### src/rtl/prefetch_unit.sv
// Instruction prefetch queue: credit-limited fetch requests, in-order response pairing,
// and redirect flushing with dropping of stale in-flight responses.
module prefetch_unit #(
  parameter logic [31:0] RESET_PC = 32'h00000000,
  parameter int          DEPTH    = 4
) (
  input  logic        clk,
  input  logic        reset,
  output logic        imem_req_valid,
  input  logic        imem_req_ready,
  output logic [31:0] imem_req_addr,
  input  logic        imem_resp_valid,
  input  logic [31:0] imem_resp_data,
  input  logic        stall,
  input  logic        redirect,
  input  logic [31:0] redirect_pc,
  output logic        if_valid,
  output logic [31:0] if_instruction,
  output logic [31:0] if_pc
);

  localparam int PW = (DEPTH > 1) ? $clog2(DEPTH) : 1;
  localparam int CW = PW + 1;

  logic [31:0]   fetchPc;
  logic [31:0]   qPc    [DEPTH];
  logic [31:0]   qInstr [DEPTH];
  logic [PW-1:0] head;
  logic [PW-1:0] tail;
  logic [CW-1:0] count;
  logic [CW-1:0] inflight;
  logic [CW-1:0] drop;

  // Address of every outstanding request, oldest first, so responses can be paired.
  logic [31:0]   reqPc  [DEPTH];
  logic [PW-1:0] reqWr;
  logic [PW-1:0] reqRd;

  logic [CW:0]   occupancy;
  logic          creditOk;
  logic          reqFire;
  logic          push;
  logic          pop;

  assign occupancy      = {1'b0, count} + {1'b0, inflight};
  assign creditOk       = occupancy < (CW+1)'(DEPTH);
  assign imem_req_valid = !reset && !redirect && creditOk;
  assign imem_req_addr  = fetchPc;
  assign reqFire        = imem_req_valid && imem_req_ready;

  assign if_valid       = !reset && !redirect && (count != '0);
  assign if_instruction = qInstr[head];
  assign if_pc          = qPc[head];

  assign pop  = if_valid && !stall;
  assign push = !reset && !redirect && imem_resp_valid && (drop == '0);

  always_ff @(posedge clk) begin
    if (reset) begin
      fetchPc  <= RESET_PC;
      head     <= '0;
      tail     <= '0;
      count    <= '0;
      inflight <= '0;
      drop     <= '0;
      reqWr    <= '0;
      reqRd    <= '0;
    end else begin
      if (reqFire) begin
        reqPc[reqWr] <= fetchPc;
        reqWr        <= reqWr + PW'(1);
      end
      if (imem_resp_valid)
        reqRd <= reqRd + PW'(1);

      if (redirect) begin
        // Everything still in flight belongs to the old path; this cycle's response is dropped directly.
        count    <= '0;
        head     <= tail;
        fetchPc  <= redirect_pc;
        drop     <= inflight - CW'(imem_resp_valid);
        inflight <= inflight - CW'(imem_resp_valid);
      end else begin
        if (reqFire)
          fetchPc <= fetchPc + 32'd4;
        inflight <= inflight + CW'(reqFire) - CW'(imem_resp_valid);
        if (imem_resp_valid && (drop != '0))
          drop <= drop - CW'(1);
        if (push) begin
          qPc[tail]    <= reqPc[reqRd];
          qInstr[tail] <= imem_resp_data;
          tail         <= tail + PW'(1);
        end
        if (pop)
          head <= head + PW'(1);
        count <= count + CW'(push) - CW'(pop);
      end
    end
  end

endmodule
### config.mk
export PLATFORM = sky130hd
export DESIGN_NAME = prefetch_unit
export DESIGN_NICKNAME = d
export VERILOG_FILES = /design/src/rtl/prefetch_unit.sv
export SDC_FILE = /design/constraint.sdc
export NUM_CORES = 1
export LEC_CHECK = 0
export CAP_MARGIN = 5
export CORE_MARGIN = 2
export CORE_UTILIZATION = 40
export DETAILED_ROUTE_END_ITERATION = 10
export DONT_BUFFER_PORTS = 1
export PLACE_DENSITY = 0.61
export SLEW_MARGIN = 20
export SYNTH_ARGS = -nofsm -noshare
export SYNTH_HDL_FRONTEND = slang
export SYNTH_SLANG_ARGS = --single-unit
### constraint.sdc
create_clock -name clk -period 6.7 [get_ports clk]
set_clock_uncertainty 0.05 [all_clocks]
set_input_delay 1.34 -clock clk [delete_from_list [all_inputs] [get_ports clk]]
set_output_delay 1.34 -clock clk [all_outputs]
set_load 0.05 [all_outputs]
==> results.json, run 1 <==
{
  "cp-end-kind": "primary output",
  "ys_ff_latch": 437,
  "p_total_mw": 6.038,
  "hpwlAfterDp_microns": 20240,
  "n_fill_cell": 3524,
  "place_ws_ns": 2.569,
  "area_growth_pct": 12.73,
  "gp_congestion": 0.7903,
  "power.switching_mw": 1.389,
  "postCtsSetupBuffers": 0,
  "synth_edf_count": 384,
  "die_w_microns": 209.0,
  "async_reset_ff_share_pct": 0,
  "post-route-util_pct": 45.46,
  "syn_avg_cell_area_sq_um": 19.34,
  "p_comb_share_pct": 6.6,
  "finalSetupViolations": 0,
  "clockBufferDepth": 3,
  "drt_first_pass_iters": 4,
  "critical_path_class": "register to primary output",
  "dr_total_vias": 7904,
  "hold_viol_final": 0,
  "irDropWorstVdd_v": 0.0001866,
  "syn_nets": 960,
  "pin_count": 168,
  "drive_gt1_share_pct": 20.24,
  "antenna_left": 0,
  "path_max_fanout": 38,
  "avgViaCountPerCell": 5.377,
  "power.density_mw_per_mm2": 318.8,
  "antenna_found_initial": 2,
  "die_h_microns": 209.0,
  "grt_max_degree": 65,
  "yosysTopAreaCellShare_pct": 68.63,
  "grt_pass1_vias": 8085,
  "dpl_cell_area_sq_mm": 0.01743,
  "cts_tree": "built",
  "min-delay-path-class": "register to register",
  "ys_types": 50,
  "final_area_sq_mm": 0.01894,
  "swShare_pct": 23.00,
  "synthFlopType": "edfxtp_1",
  "worstPathArrival_ns": 2.92,
  "yosysWarnings": 0,
  "core_area_sq_mm": 0.04167,
  "slew_headroom_pct": 28.49,
  "tns_ns": 0,
  "fin_crit_sh_pct": 64.27,
  "fmax_mhz": 232.2,
  "wl_per_cell_microns": 22.90,
  "yosysSeqAreaShare_pct": 74.94,
  "wl_microns": 33660,
  "period_minus_slack_ns": 4.306,
  "synthesis.area_sq_mm": 0.01680,
  "synth.area.top_cells": "edfxtp_1, mux4_2, dfxtp_1",
  "final_max_slew_viol_count": 0,
  "rows": 75,
  "path_clk_slew_ns": 0.06,
  "setup_slack_ns": 2.394,
  "ctsResizeCount": 0,
  "tightest_slew_ns": 1.073,
  "start_util_pct": 40.33,
  "drc_errors": 0,
  "grt_usage_pct": 15.63,
  "overflow": 0,
  "grt_pass1_wl_microns": 50980,
  "grt_setup_unrepaired": "no",
  "htreeDepth": 2,
  "die_area_sq_mm": 0.04366,
  "critPathRequiredTime_ns": 5.31,
  "status": "complete, no violations",
  "layout_commonest_cell": "edfxtp_1",
  "final_cell_mix": "edfxtp_1, mux4_2, dfxtp_1, clkbuf_16, nor2_1",
  "yosysTopAreaCell": "edfxtp_1",
  "power_frac_seq_pct": 52.3,
  "io_buffers": 0,
  "clkLatencyLatePin_ns": 0.57,
  "crit_slowest_cell": "dfxtp_4",
  "num-nets-final": 982,
  "cp-start-kind": "register",
  "leakagePower_nw": 5.919,
  "numCtsBuffers": 46,
  "clkSinkCount": 437,
  "ctsHoldBuffers": 0,
  "crit_path_max_incr_delay_ns": 0.95,
  "drt_iter0_drc": 531,
  "path_cells": "buf_4 > mux4_2",
  "intPower_mw": 4.649,
  "clkPwrFrac_pct": 41.1,
  "synth_cells": 869,
  "max_cap_viol_count": 0,
  "cts-root-buf": "clkbuf_16"
}
==> power groups by stage <==
| stage | Combinational [mW] | Sequential [mW] | Clock (mW) |
|---|---|---|---|
| finish | 0.399 | 3.16 | 2.48 |
| global route | 0.430 | 3.17 | 2.66 |
| CTS | 0.407 | 3.16 | 2.55 |
| detailed placement | 0.406 | 3.22 | 0 |
| global placement | 0.402 | 3.21 | 0 |
| floorplan | 0.363 | 3.17 | 0 |
==> worst paths after layout <==
check                                            start                     end  depth (start not counted)  slack, ns
worst max-delay path                          register       if_instruction[7]                          2       2.39
worst min-delay path             reqWr[1]$_SDFFE_PP0P_   reqWr[1]$_SDFFE_PP0P_                          2       0.46
worst max register to register  inflight[2]$_SDFF_PP0_  inflight[2]$_SDFF_PP0_                         12       3.21
worst min register to register   reqWr[1]$_SDFFE_PP0P_   reqWr[1]$_SDFFE_PP0P_                          2       0.46
==> final cells by class <==
class / count / area, sq um / area share, %
timing repair buffer: 14 / 105.1 / 0.5549
multi-input combinational: 367 / 3959 / 20.90
clock inverter: 20 / 203.9 / 1.077
tap: 539 / 674.4 / 3.561
antenna: 2 / 5.005 / 0.02642
clock buffer: 66 / 1299 / 6.857
inverter: 25 / 93.84 / 0.4954
sequential: 437 / 12600 / 66.53
==> worst max-delay path, delay by kind of cell, from the launching register on <==
family                 cells  cell delay (ns)
flip-flops                 1             0.95
multiplexers               1             0.75
buffers and inverters      1             0.60
==> logic make-up after synthesis <==
logic type	count (synthesis)	synth area share [%]
buffers and inverters	65	1.594
adders and majority gates	21	1.653
and+or+nand+nor	148	4.647
AOI/OAI and AO/OA	75	2.845
DFF	437	74.94
xor gates and xnor gates	21	1.095
muxes	102	13.23
==> registers in the layout (all words and copies together), names as in the netlist, named ones only <==
register / count
count: 3
drop: 3
head: 2
imem_req_addr: 32
inflight: 3
qInstr: 128
qPc: 128
reqPc: 128
reqRd: 2
reqWr: 2
tail: 2
==> cells in the mapped netlist (3+ instances only) <==
master / count
nand2_1: 27
o21ai_0: 16
buf_1: 3
inv_1: 24
nor2_1: 33
nor4_1: 4
dfxtp_1: 53
o21a_1: 6
xor2_1: 6
clkbuf_1: 23
buf_2: 13
nor3_1: 10
mux2i_1: 6
xnor2_1: 15
a21oi_1: 20
and3_1: 3
ha_1: 19
mux4_2: 96
a22oi_1: 3
nand3_1: 15
nand2b_1: 6
nand4_1: 15
and2_1: 12
edfxtp_1: 384
or3_1: 6
a211oi_1: 3
a31oi_1: 11
nor2b_1: 6
==> stage by stage <==
step                instances  hold slack, ns
finish                   1470          0.4596
floorplan                 869          0.4192
global route             1469          0.4890
CTS                      1468          0.4492
global placement         1382          0.4308
detailed placement       1382          0.4400
==> routing by layer <==
metal  part of all wire (%)  GRT usage (%)  up-vias
met5                  0.048              0        -
met4                    1.9          4.113        2
met3                    7.9          5.756       45
met2                     48          24.74      213
met1                     43          20.50     4093
li1                       -              -     3551
No activity file was read; power rests on OpenSTA's default activity.
==> run 2, diff against run 1 <==
==> constraint.sdc (replaced) <==
create_clock -name clk -period 4.17 [get_ports clk]
set_clock_uncertainty 0.05 [all_clocks]
set_input_delay 0.834 -clock clk [delete_from_list [all_inputs] [get_ports clk]]
set_output_delay 0.834 -clock clk [all_outputs]
set_load 0.05 [all_outputs]
==> results.json, run 2 (synthesized netlist as in run 1, its figures left out) <==
{
  "wl_microns": 34250,
  "worstPathArrival_ns": 2.32,
  "num-nets-final": 997,
  "drc_errors": 0,
  "gp_congestion": 0.7513,
  "critical_path_class": "register to primary output",
  "clkSinkCount": 437,
  "final_area_sq_mm": 0.01909,
  "period_minus_slack_ns": 3.207,
  "irDropWorstVdd_v": 0.0002331,
  "path_clk_slew_ns": 0.06,
  "dr_total_vias": 8011,
  "area_growth_pct": 13.62,
  "grt_usage_pct": 15.86,
  "dpl_cell_area_sq_mm": 0.01764,
  "antenna_left": 0,
  "hold_viol_final": 0,
  "met2_usage_pct": 24.76,
  "cp-end-kind": "primary output",
  "endpoint": "if_instruction[7]",
  "die_h_microns": 209.0,
  "fmax_mhz": 311.9,
  "busiest_layer": "met2",
  "dp_cells": 1398,
  "start_util_pct": 40.33,
  "reg2reg_slack_ns": 1.06,
  "n_fill_cell": 3562,
  "use_met3_pct": 5.711,
  "drt_iter0_drc": 611,
  "final_cells": 1481,
  "die_area_sq_mm": 0.04366,
  "ctsResizeCount": 0,
  "leakagePower_nw": 6.019,
  "drive_gt1_share_pct": 21.68,
  "p_total_mw": 9.660,
  "wl_per_cell_microns": 23.12,
  "largest_registers": "qInstr (128), qPc (128), reqPc (128)",
  "clkLatencyLatePin_ns": 0.56,
  "ctsHoldBuffers": 0,
  "grt_setup_unrepaired": "no",
  "worstReg2RegEnd": "inflight[2]$_SDFF_PP0_",
  "cp-start-kind": "register",
  "avgViaCountPerCell": 5.409,
  "htreeDepth": 2,
  "layout_commonest_cell": "edfxtp_1",
  "timing.hold.ws_ns": 0.2923,
  "rows": 75,
  "fin_crit_sh_pct": 76.90,
  "grt_pass1_vias": 8123,
  "status": "complete, no violations",
  "pin_count": 168,
  "postCtsSetupBuffers": 0,
  "antenna_found_initial": 3,
  "die_w_microns": 209.0,
  "final_max_slew_viol_count": 0,
  "grt_pass1_wl_microns": 51400,
  "max_cap_viol_count": 0,
  "reg2reg_depth": 12,
  "regToRegStartpoint": "inflight[2]$_SDFF_PP0_",
  "use_met1_pct": 20.84,
  "tightest_slew_ns": 0.8999,
  "hpwlAfterDp_microns": 21250,
  "min-delay-path-class": "input port to register",
  "final_cell_mix": "edfxtp_1, mux4_2, dfxtp_1, clkbuf_16, nor2_1",
  "critPathRequiredTime_ns": 3.29,
  "power.density_mw_per_mm2": 506.0,
  "overflow": 0,
  "finalSetupViolations": 0,
  "cts-root-buf": "clkbuf_16",
  "core_area_sq_mm": 0.04167,
  "path_max_fanout": 26,
  "tns_ns": 0,
  "clockBufferDepth": 3,
  "slew_headroom_pct": 39.92,
  "numCtsBuffers": 45,
  "cts_tree": "built",
  "drt_first_pass_iters": 5,
  "io_buffers": 0,
  "grt_max_degree": 65
}
run 2: cell count changes in the layout (fill, tap and decap cells not counted), moves of 3 or more:
cell        previous run  this run
buf_12                 0         7
clkbuf_16             48        45
buf_4                 14        23
clkinv_2               3         6
clkinvlp_4             3         0
clkbuf_1              15        10
inv_6                  0         4
run 2: cell type report:
type | instances | area (sq um) | share of cell area, %
clock inverters | 22 | 215.2 | 1.127
well taps | 539 | 674.4 | 3.533
diodes | 1 | 2.502 | 0.01311
inverters | 25 | 93.84 | 0.4915
multi-input cells | 367 | 3959 | 20.74
repair buffers | 30 | 312.8 | 1.638
clock buffers | 60 | 1232 | 6.456
flip-flops and latches | 437 | 12600 | 66.00
run 2: how the worst min path moves through the flow:
stage	to	slack [ns]	from	cells past startpoint
5_1_grt	drop[0]$_SDFFE_PP0P_	0.26	reset	1
3_3_place_gp	reqWr[1]$_SDFFE_PP0P_	0.43	reqWr[1]$_SDFFE_PP0P_	2
6_report	imem_req_addr[0]$_SDFFE_PP0P_	0.29	reset	1
2_1_floorplan	reqWr[1]$_SDFFE_PP0P_	0.42	reqWr[1]$_SDFFE_PP0P_	2
3_5_place_dp	reqWr[1]$_SDFFE_PP0P_	0.43	reqWr[1]$_SDFFE_PP0P_	2
4_1_cts	drop[1]$_SDFFE_PP0P_	0.25	reset	1
run 2: report_power, final:
group | total (mW) | switching [mW] | internal (mW)
Clock | 3.93 | 1.60 | 2.32
Sequential | 5.03 | 0.146 | 4.88
Combinational | 0.702 | 0.463 | 0.239
run 2: worst max-delay path, stage by stage, from the launching register on:
cell     delay [ns]
dfxtp_4        0.71
buf_12         0.30
mux4_2         0.71
run 2: layer usage:
metal	part of all wire, %	wire length (microns)	vias up
met5	0.082	28	-
met4	2.5	859	4
met3	8.4	2872	55
met2	47	16170	232
met1	42	14320	4130
li1	-	-	3590
run 2: metrics by stage:
step,worst slack (ns),utilization [%]
final,0.9633,45.82
after global routing,0.7964,45.82
after CTS,0.8481,45.81
after detailed placement,0.9115,42.34
after global placement,0.9405,42.34
after floorplan,0.4571,-
